==> config.mk <==
export PLATFORM = sky130hd
export DESIGN_NAME = serial_mag_cmp
export DESIGN_NICKNAME = d
export VERILOG_FILES = /design/src/rtl/serial_mag_cmp.sv
export SDC_FILE = /design/constraint.sdc
export NUM_CORES = 1
export LEC_CHECK = 0
export CORE_MARGIN = 2
export CORE_UTILIZATION = 45
export DETAILED_ROUTE_END_ITERATION = 10
export PLACE_DENSITY_LB_ADDON = 0.12
export SLEW_MARGIN = 25
export SYNTH_ARGS = -nofsm -noshare
export SYNTH_HDL_FRONTEND = slang
export SYNTH_SLANG_ARGS = --single-unit
==> constraint.sdc <==
create_clock -name clk -period 2.3 [get_ports clk]
set_clock_uncertainty 0.15 [all_clocks]
set_input_delay 0.69 -clock clk [delete_from_list [all_inputs] [get_ports clk]]
set_output_delay 0.69 -clock clk [all_outputs]
set_load 0.02 [all_outputs]
==> src/rtl/serial_mag_cmp.sv <==
// rtl/serial_mag_cmp.sv - MSB-first digit-serial magnitude comparator with early exit
// Optional two's-complement compare enabled by defining SERIAL_MAG_CMP_SIGNED_EN.
module serial_mag_cmp #(
  parameter int WIDTH = 16,
  parameter int DIGIT = 4
) (
  input  logic             clk,
  input  logic             rst,
  input  logic             start,
`ifdef SERIAL_MAG_CMP_SIGNED_EN
  input  logic             is_signed,
`endif
  input  logic [WIDTH-1:0] x,
  input  logic [WIDTH-1:0] y,
  output logic             busy,
  output logic             done,
  output logic             xeqy,
  output logic             xgty,
  output logic             xlty
);

  localparam int NDIG = WIDTH / DIGIT;
  localparam int CW   = (NDIG > 1) ? $clog2(NDIG) : 1;

  typedef enum logic [1:0] {S_IDLE, S_RUN, S_DONE} state_t;

  state_t           r_state, w_next;
  logic [WIDTH-1:0] r_xs, r_ys;
  logic [WIDTH-1:0] w_xin, w_yin;
  logic [CW-1:0]    r_cnt;
  logic [DIGIT-1:0] w_xd, w_yd;
  logic             w_gt, w_lt, w_last, w_flip;

`ifdef SERIAL_MAG_CMP_SIGNED_EN
  // Flipping the sign bit maps two's complement order onto unsigned order.
  assign w_flip = is_signed;
`else
  assign w_flip = 1'b0;
`endif

  assign w_xin  = x ^ {w_flip, {(WIDTH-1){1'b0}}};
  assign w_yin  = y ^ {w_flip, {(WIDTH-1){1'b0}}};
  assign w_xd   = r_xs[WIDTH-1 -: DIGIT];
  assign w_yd   = r_ys[WIDTH-1 -: DIGIT];
  assign w_gt   = (w_xd > w_yd);
  assign w_lt   = (w_xd < w_yd);
  assign w_last = (r_cnt == CW'(NDIG - 1));

  always_comb begin
    w_next = r_state;
    busy   = 1'b0;
    done   = 1'b0;
    case (r_state)
      S_IDLE: if (start) w_next = S_RUN;
      S_RUN: begin
        busy = 1'b1;
        if (w_gt || w_lt || w_last) w_next = S_DONE;
      end
      S_DONE: begin
        done   = 1'b1;
        w_next = S_IDLE;
      end
      default: w_next = S_IDLE;
    endcase
  end

  always_ff @(posedge clk) begin
    if (rst) begin
      r_state <= S_IDLE;
      r_xs    <= '0;
      r_ys    <= '0;
      r_cnt   <= '0;
      xeqy    <= 1'b0;
      xgty    <= 1'b0;
      xlty    <= 1'b0;
    end else begin
      r_state <= w_next;
      case (r_state)
        S_IDLE: begin
          if (start) begin
            r_xs  <= w_xin;
            r_ys  <= w_yin;
            r_cnt <= '0;
          end
        end
        S_RUN: begin
          if (w_gt) begin
            xgty <= 1'b1;
            xeqy <= 1'b0;
            xlty <= 1'b0;
          end else if (w_lt) begin
            xlty <= 1'b1;
            xeqy <= 1'b0;
            xgty <= 1'b0;
          end else if (w_last) begin
            xeqy <= 1'b1;
            xgty <= 1'b0;
            xlty <= 1'b0;
          end else begin
            r_xs  <= r_xs << DIGIT;
            r_ys  <= r_ys << DIGIT;
            r_cnt <= r_cnt + CW'(1);
          end
        end
        default: ;
      endcase
    end
  end

endmodule

==> reports/results.ini <==
[sta]
slew_headroom_pct = 66.7
grt_setup_unrepaired = false
fmax_mhz = 469
finalSetupTns_ps = 0
min_period_ps = 2130
fin_crit_sh_pct = 92.8
hold_ws_ps = 327
fin_ws_ps = 166
setup_viol = 0
hold_violations = 0
worstMarginPinSlew_ps = 500
slew_viol_final = 0

[cells_and_area]
nets = 284
mostFrequentLayoutCell = nand2_1
drive_gt1_share_pct = 9.39
n_fill_cell = 359
layout_common_cells = nand2_1 (50), dfxtp_1 (39), clkdlybuf4s50_1 (37)
area_growth_pct = 32.1
diodes = 0
fin_area_sq_um = 2430

[critical_path]
r2r.worst_path.cells = 6
criticalPathCategory = flip-flop to flip-flop
crit_fanout = 8
critical_path.slowest_cell = a211oi_4
r2r-end = r_ys[3]
worstPathCellList = inv_1, ha_1, a21o_1, o311a_4, a211oi_4, a22o_1
r2r-start = r_ys[15]
r2r_setup_slack_ps = 170
end_kind = flip-flop
critPathCapture = r_ys[3]
start_kind = flip-flop
required_ps = 2390
cp.arrival_ps = 2220
cp_slowest_stage_delay_ps = 430
crit_start = r_ys[15]

[logic_synthesis]
synthAdderAreaFrac_pct = 3.41
synth_cell_types = 32
synthFlopType = dfxtp_1
postSynthCellCount = 209
synth_edf_count = 0
yosys-mux-area-fraction_pct = 0
ys_seq_area_share_pct = 42.5
synth-seq-cells = 39
synth_top_family_by_area = compound AO/OA/AOI/OAI gates
synth-xor-area-share_pct = 0
syn_nets = 249
syn_area_sq_um = 1840
synth_warnings = 0
synthArstFlopShare_pct = 0
yosys.area_share.simple_pct = 14.9
synth_compound_area_share_pct = 32.7
syn_area_per_cell_sq_um = 8.79

[die]
num_rows = 23
num_io_pins = 40
die_h_um = 67.9
core-area_sq_um = 3970
die_w_um = 67.9
initial_core_util_pct = 46.3
dieArea_sq_um = 4610

[route]
vias_per_cell = 5.76
drt-initial-drc-count = 64
vias = 1698
wl_mm = 4.42
ant_nets = 0
remaining_drc_errors = 0
wl_per_cell_um = 15.0
drt-pass1-iter-count = 4

[pwr]
power.density_nw_per_um2 = 809
p_leak_nw = 0.909
ir_drop_mv = 0.430

[placed_design]
routabilityCongestion = 0.762
portBuffers = 39
place_area_sq_um = 2300
dp_hpwl_mm = 3.03
post-place-ws_ps = 7.85

[min_path]
min_path_type = flip-flop to flip-flop

[grt]
grt_pass1_wl_mm = 7.09
grt_max_degree = 53
grt_antenna_before_repair = 0
grt_usage_pct = 20.8
overflow = 0
grt_pass1_vias = 1586

[clock_tree]
cts_buffers = 5
cts_tree = yes
clk_pin_slew_ps = 80
root_buffer = clkbuf_8
h-tree-depth = 2
cts_num_sinks = 39
cts_max_path_buffers = 2
clock_latency_ps = 290

[status]
outcome = finished, final reports clean

[job]
drv_cap = 0

## where the power goes
part	switching, mW	internal, mW	leakage [nW]
Combinational	0.305	0.257	0.526
Sequential	0.0480	0.759	0.322
Clock	0.243	0.351	0.0612
## per-layer routing
layer  up-vias  track usage (%)  wire length (um)
met3         6             5.92               218
met5         -                0                 0
li1        849                -                 -
met2        52             35.5              2190
met1       791             24.4              1940
met4         0             8.50                66
## cell families (layout without fill, tap and decap cells)
kind of cell    count (synthesis)  in the layout
compound gates                 73             73
fa+ha+maj                       5              5
flops                          39             39
buf+inv                        28             64
simple gates                   64             64
## worst max-delay path, delay by kind of cell, from the launching register on
kind | cells | cell delay, ps
compound gates | 4 | 1270
flops | 1 | 330
fa+ha+maj | 1 | 290
buf+inv | 1 | 40
## Yosys cell counts (all sizes together) (2+ instances only)
cell type,count,area (sq um)
a211oi,26,208
a22o,8,70.1
o211ai,2,15.0
nand2,50,188
nor2,2,7.51
a311oi,24,210
dfxtp,39,781
clkbuf,12,45.0
nor2b,5,31.3
o21ai,2,13.8
buf,9,48.8
inv,7,26.3
ha,5,62.6
a21oi,5,25.0
## per-stage QoR
step	power, mW	cells	utilization [%]
after floorplan	1.18	209	-
after global placement	1.35	287	57.8
after detailed placement	1.37	287	57.8
after CTS	1.96	295	60.7
after global routing	2.07	295	61.1
final	1.96	295	61.1
## final cells by class
class,count,area [sq um],share of cell area [%]
well taps,50,62.6,2.58
flip-flops and latches,39,781,32.2
clock buffers,6,82.6,3.40
clock inverters,2,35.0,1.44
multi-input cells,142,947,39.0
repair buffers,49,492,20.3
inverters,7,26.3,1.08
## flip-flops by register name (all words and copies together), names as in the netlist
| register | cells |
|---|---|
| r_xs | 16 |
| r_ys | 16 |
| r_cnt | 2 |
| r_state | 2 |
| xeqy | 1 |
| xgty | 1 |
| xlty | 1 |
## how the worst min path moves through the flow
stage / cells past startpoint / start / end
2_1_floorplan: 1 / r_xs[0] / r_xs[0]
3_3_place_gp: 2 / xgty / xgty
3_5_place_dp: 2 / xgty / xgty
4_1_cts: 2 / xgty / xgty
5_1_grt: 1 / r_xs[2] / r_xs[2]
6_report: 2 / xgty / xgty
## timing repair
action / 4_1_cts / 5_1_grt
gates resized for setup: 1 / 2
hold endpoints to repair: 0 / 0
buffers inserted: 0 / 0
pin swaps: 0 / 0
hold buffers: 0 / 0
endpoints found under the setup margin: 1 / 13
No activity file was read; power rests on OpenSTA's default activity.
